### src/rtl/serial_payload_receiver.sv
// Receives a serial length field after the flag detector wakes it, then streams that many payload bits out registered.
// Optional even-parity trailer enabled by defining PAYLOAD_PARITY_EN; the default build has no parity state and parity_err tied low.
module serial_payload_receiver #(
  parameter int LEN_W = 4
) (
  input  logic             clk,
  input  logic             rst,
  input  logic             serial_in,
  input  logic             wake_nbit,
  input  logic             wake_transmitter,
  output logic             transmitter_signal,
  output logic             get_back,
  output logic [LEN_W-1:0] payload_len,
  output logic             data_out,
  output logic             data_valid,
  output logic             busy,
  output logic             parity_err
);

  typedef enum logic [2:0] {
    S_IDLE,
    S_LEN,
    S_LEN_DONE,
    S_WAIT_TX,
    S_DATA,
    S_PAR,
    S_DONE
  } state_t;

  localparam logic [LEN_W-1:0] ONE      = LEN_W'(1);
  localparam logic [LEN_W-1:0] LEN_LAST = LEN_W'(LEN_W - 1);

`ifdef PAYLOAD_PARITY_EN
  localparam state_t S_END = S_PAR;
`else
  localparam state_t S_END = S_DONE;
`endif

  state_t           state;
  state_t           state_n;
  logic [LEN_W-1:0] cnt;
  logic [LEN_W-2:0] len_sr;
  logic [LEN_W-1:0] len_next;

  // The bits gathered so far plus the bit on the wire now form the complete length on the last LEN edge.
  assign len_next = {len_sr, serial_in};

  // NOTE: every flop below is reset to a known value so a mid-frame reset leaves nothing behind.
  always_ff @(posedge clk or negedge rst) begin
    if (!rst) begin
      state <= S_IDLE;
    end else begin
      // NOTE: sequential state uses non-blocking assignments so all flops update from pre-edge values.
      state <= state_n;
    end
  end

  always_comb begin
    // NOTE: default first so no path through the case leaves state_n unassigned (no latch).
    state_n = state;
    unique case (state)
      S_IDLE:     if (wake_nbit) state_n = S_LEN;
      S_LEN:      if (cnt == LEN_LAST) state_n = S_LEN_DONE;
      S_LEN_DONE: state_n = S_WAIT_TX;
      S_WAIT_TX: begin
        if (wake_transmitter) state_n = (payload_len == '0) ? S_END : S_DATA;
      end
      S_DATA:     if (cnt == payload_len - ONE) state_n = S_END;
      S_PAR:      state_n = S_DONE;
      S_DONE:     state_n = S_IDLE;
      default:    state_n = S_IDLE;
    endcase
  end

  always_comb begin
    transmitter_signal = (state == S_LEN_DONE);
    get_back           = (state == S_DONE);
    busy               = (state != S_IDLE);
  end

  // Length shifting, payload counting and the registered payload output.
  always_ff @(posedge clk or negedge rst) begin
    if (!rst) begin
      cnt         <= '0;
      len_sr      <= '0;
      payload_len <= '0;
      data_out    <= 1'b0;
      data_valid  <= 1'b0;
    end else begin
      data_valid <= 1'b0;
      unique case (state)
        S_IDLE: cnt <= '0;
        S_LEN: begin
          len_sr <= len_next[LEN_W-2:0];
          cnt    <= cnt + ONE;
          if (cnt == LEN_LAST) payload_len <= len_next;
        end
        S_WAIT_TX: if (wake_transmitter) cnt <= '0;
        S_DATA: begin
          data_out   <= serial_in;
          data_valid <= 1'b1;
          // Stops at payload_len-1, so a full-scale length never wraps the counter.
          cnt        <= cnt + ONE;
        end
        default: ;
      endcase
    end
  end

`ifdef PAYLOAD_PARITY_EN
  logic par_acc;

  always_ff @(posedge clk or negedge rst) begin
    if (!rst) begin
      par_acc    <= 1'b0;
      parity_err <= 1'b0;
    end else begin
      unique case (state)
        S_IDLE:    if (wake_nbit) parity_err <= 1'b0;
        S_WAIT_TX: if (wake_transmitter) par_acc <= 1'b0;
        S_DATA:    par_acc <= par_acc ^ serial_in;
        S_PAR:     parity_err <= par_acc ^ serial_in;
        default: ;
      endcase
    end
  end
`else
  assign parity_err = 1'b0;
`endif

endmodule
### config.mk
export PLATFORM = sky130hd
export DESIGN_NAME = serial_payload_receiver
export DESIGN_NICKNAME = d
export VERILOG_FILES = /design/src/rtl/serial_payload_receiver.sv
export SDC_FILE = /design/constraint.sdc
export NUM_CORES = 1
export LEC_CHECK = 0
export CELL_PAD_IN_SITES_DETAIL_PLACEMENT = 1
export CELL_PAD_IN_SITES_GLOBAL_PLACEMENT = 2
export CORE_ASPECT_RATIO = 0.9
export CORE_MARGIN = 4
export CORE_UTILIZATION = 35
export CTS_CLUSTER_SIZE = 24
export DETAILED_ROUTE_END_ITERATION = 10
export PLACE_DENSITY = 0.93
export SLEW_MARGIN = 20
export SYNTH_ARGS = -nofsm -noshare
export SYNTH_HDL_FRONTEND = slang
export SYNTH_SLANG_ARGS = --single-unit
### constraint.sdc
create_clock -name clk -period 2 [get_ports clk]
set_input_delay 0.4 -clock clk [delete_from_list [all_inputs] [get_ports clk]]
set_output_delay 0.4 -clock clk [all_outputs]
set_load 0.01 [all_outputs]
==> run_results.csv <==
group,metric,value,unit
status,outcome,"completed",
clock_network,ctsHoldBuffers,0,
clock_network,cts_tree,"yes",
grt,grt_max_degree,17,
sta,fmax,0.5787,GHz
power,p_total,1.894,mW
sta,fin_setup_tns,0,ns
clock_network,clk_path_buf_depth,2,
yosys,synth_edf_count,0,
worst_setup_path,r2r_start,"cnt[0]",
clock_network,h-tree-depth,1,
worst_setup_path,worstPathCellList,"clkdlybuf4s50_1",
layout,instances_no_fill,139,
sta,finClkSkew,0.001204,ns
detailed_routing,wl,2215,um
die,pin_count,15,
placement,pre_cts_slack,0.1883,ns
detailed_routing,antenna_left,0,
placement,portBuffers,13,
layout,design_area,0.001167,mm^2
die,die_area,0.003537,mm^2
sta,hold_viol,0,
clock_network,clock-root-buffer,"clkbuf_4",
clock_network,clk_latency,0.29,ns
detailed_routing,drt_iter0_drc,10,
grt,grt_pass1_vias,775,
placement,dp_hpwl,1611,um
die,num_rows,17,
detailed_routing,dr.pass1.iters,4,
yosys,netlist_instances,92,
yosys,synth_cell_types,32,
placement,place.gp.congestion,0.7813,
sta,setup_viol,0,
detailed_routing,drc,0,
clock_network,cts_num_sinks,16,
placement,dp.cells,131,
sta,slew_violations,0,
clock_network,numCtsBuffers,3,
worst_setup_path,worst-path-buf-inv,1,
worst_setup_path,slowest_stage,"clkdlybuf4s50_1",
detailed_routing,wire_per_inst,15.94,um
yosys,synth-seq-cells,16,
worst_setup_path,crit_path_max_fanout,5,
grt,grt-ovfl-total,0,
die,die_w,62.25,um
power,cellPowerDensity,1622,mW/mm^2
layout,layout-drive-gt1-share,26.13,%
min_path,hp-class,"input port to async pin",
layout,nets,120,
worst_setup_path,critPathArrivalTime,1.33,ns
worst_setup_path,crit_path_end_kind,"primary output",
sta,period_share,86.40,%
yosys,postSynth.asyncResetShare,100.0,%
grt,grt_use_total,13.59,%
yosys,dominantRegCellSynth,"dfrtp_1",
run,cap_violations,0,
sta,timing.hold.ws,0.4172,ns
sta,fin_ws,0.2719,ns
detailed_routing,vias,742,
worst_setup_path,max_stage_delay,0.59,ns
grt,grt_pass1_wl,3808,um
layout,final_core_util,46.91,%
detailed_routing,via_per_inst,5.338,
layout,areaGrowthSynthToFinish,25.91,%
placement,place_area,0.001090,mm^2
sta,rsz0062_at_grt,"false",
worst_setup_path,reg2regPathDepth,4,
sta,fin_crit,1.728,ns
yosys,synth_warnings,0,
power,worst_ir_drop_vdd,0.0007662,V
die,die_y,56.83,um
worst_setup_path,ff2ff_setup_slack,0.42,ns
layout,insertedDiodeCount,0,
worst_setup_path,critical_path_class,"register to primary output",
power,leakage,0.5288,nW
worst_setup_path,crit_required,1.60,ns
grt,antenna_found_initial,0,
yosys,synth_nets,100,
worst_setup_path,start_kind,"register",
die,core,0.002489,mm^2
yosys,avgSynthCellArea,10.08,um^2
worst_setup_path,r2r_end,"payload_len[3]",
yosys,ys_seq_area_share,43.18,%
yosys,synth_area,927.1,um^2
clock_network,path_clk_slew,0.09,ns
die,start_util,37.25,%
worst_setup_path,critical_path.top_delay_family,"buffers and inverters",
## cell type report
cell class | count | area [um^2]
inverters | 4 | 15.01
repair buffers | 21 | 197.7
flip-flops and latches | 16 | 404.1
fillers | 294 | 1321
multi-input cells | 66 | 479.2
clock buffers | 4 | 36.28
well taps | 28 | 35.03
## registers in the layout, summed over array words and instances (netlist names)
| signal | count |
|---|---|
| cnt | 4 |
| payload_len | 4 |
| len_sr | 3 |
| state | 3 |
| data_out | 1 |
| data_valid | 1 |
## worst max path at each step
stage	slack, ns	start	cells after the start	end
after floorplan	0.55	state[0]	3	busy
after global placement	0.23	state[2]	4	transmitter_signal
after detailed placement	0.19	state[2]	4	transmitter_signal
after CTS	0.006	state[2]	4	transmitter_signal
after global routing	0.21	payload_len[0]	1	payload_len[0]
final	0.27	payload_len[0]	1	payload_len[0]
## where the power goes
part | switching [mW] | leakage [nW] | internal, mW
Sequential | 0.173 | 0.196 | 0.470
Combinational | 0.494 | 0.312 | 0.542
Clock | 0.104 | 0.0210 | 0.111
Total | 0.771 | 0.529 | 1.12
## synth_stat cells (2+ instances only)
library cell / n / area share (%)
buf_2: 4 / 2.2
maj3_1: 2 / 2.2
inv_1: 4 / 1.6
mux2_2: 8 / 9.7
nand3_1: 4 / 2.2
a21oi_1: 4 / 2.2
nor3_1: 4 / 2.2
ha_1: 3 / 4.0
a211oi_1: 3 / 2.4
o21ai_0: 5 / 2.7
nor2_1: 7 / 2.8
nand2_1: 7 / 2.8
xnor2_1: 3 / 2.8
dfrtp_1: 16 / 43
## repair_timing
action / 4_1_cts / 5_1_grt
gates resized for setup: 4 / 3
setup buffers: 4 / 0
endpoints found under the setup margin: 3 / 3
## cell families after synthesis
| family | count (synthesis) | synth area share (%) |
|---|---|---|
| flops | 16 | 43.18 |
| buf+inv | 10 | 5.128 |
| other cells | 1 | 0.4045 |
| fa+ha+maj | 5 | 6.208 |
| xor+xnor | 5 | 5.534 |
| simple gates | 29 | 17.41 |
| compound gates | 18 | 12.42 |
| mux | 8 | 9.717 |
## placed cells by master, fill, tap and decap left out, drive strengths merged, types with 3 or more instances in the layout
master / n
nand3: 4
inv: 4
o21ai: 5
clkbuf: 4
dfrtp: 16
a21oi: 4
buf: 8
dlymetal6s2s: 3
xnor2: 4
nand2: 8
mux2: 8
nor2: 8
clkdlybuf4s50: 10
ha: 3
a211oi: 3
nor3: 4
## routing by layer
layer  wire length (um)  up-vias  track usage, %
li1                   -      360               -
met2               1108       15           21.75
met5                  0        -               0
met4                 28        0           5.758
met1               1016      363           17.69
met3                 61        4           2.800
Power figures use the tool's default switching activity.
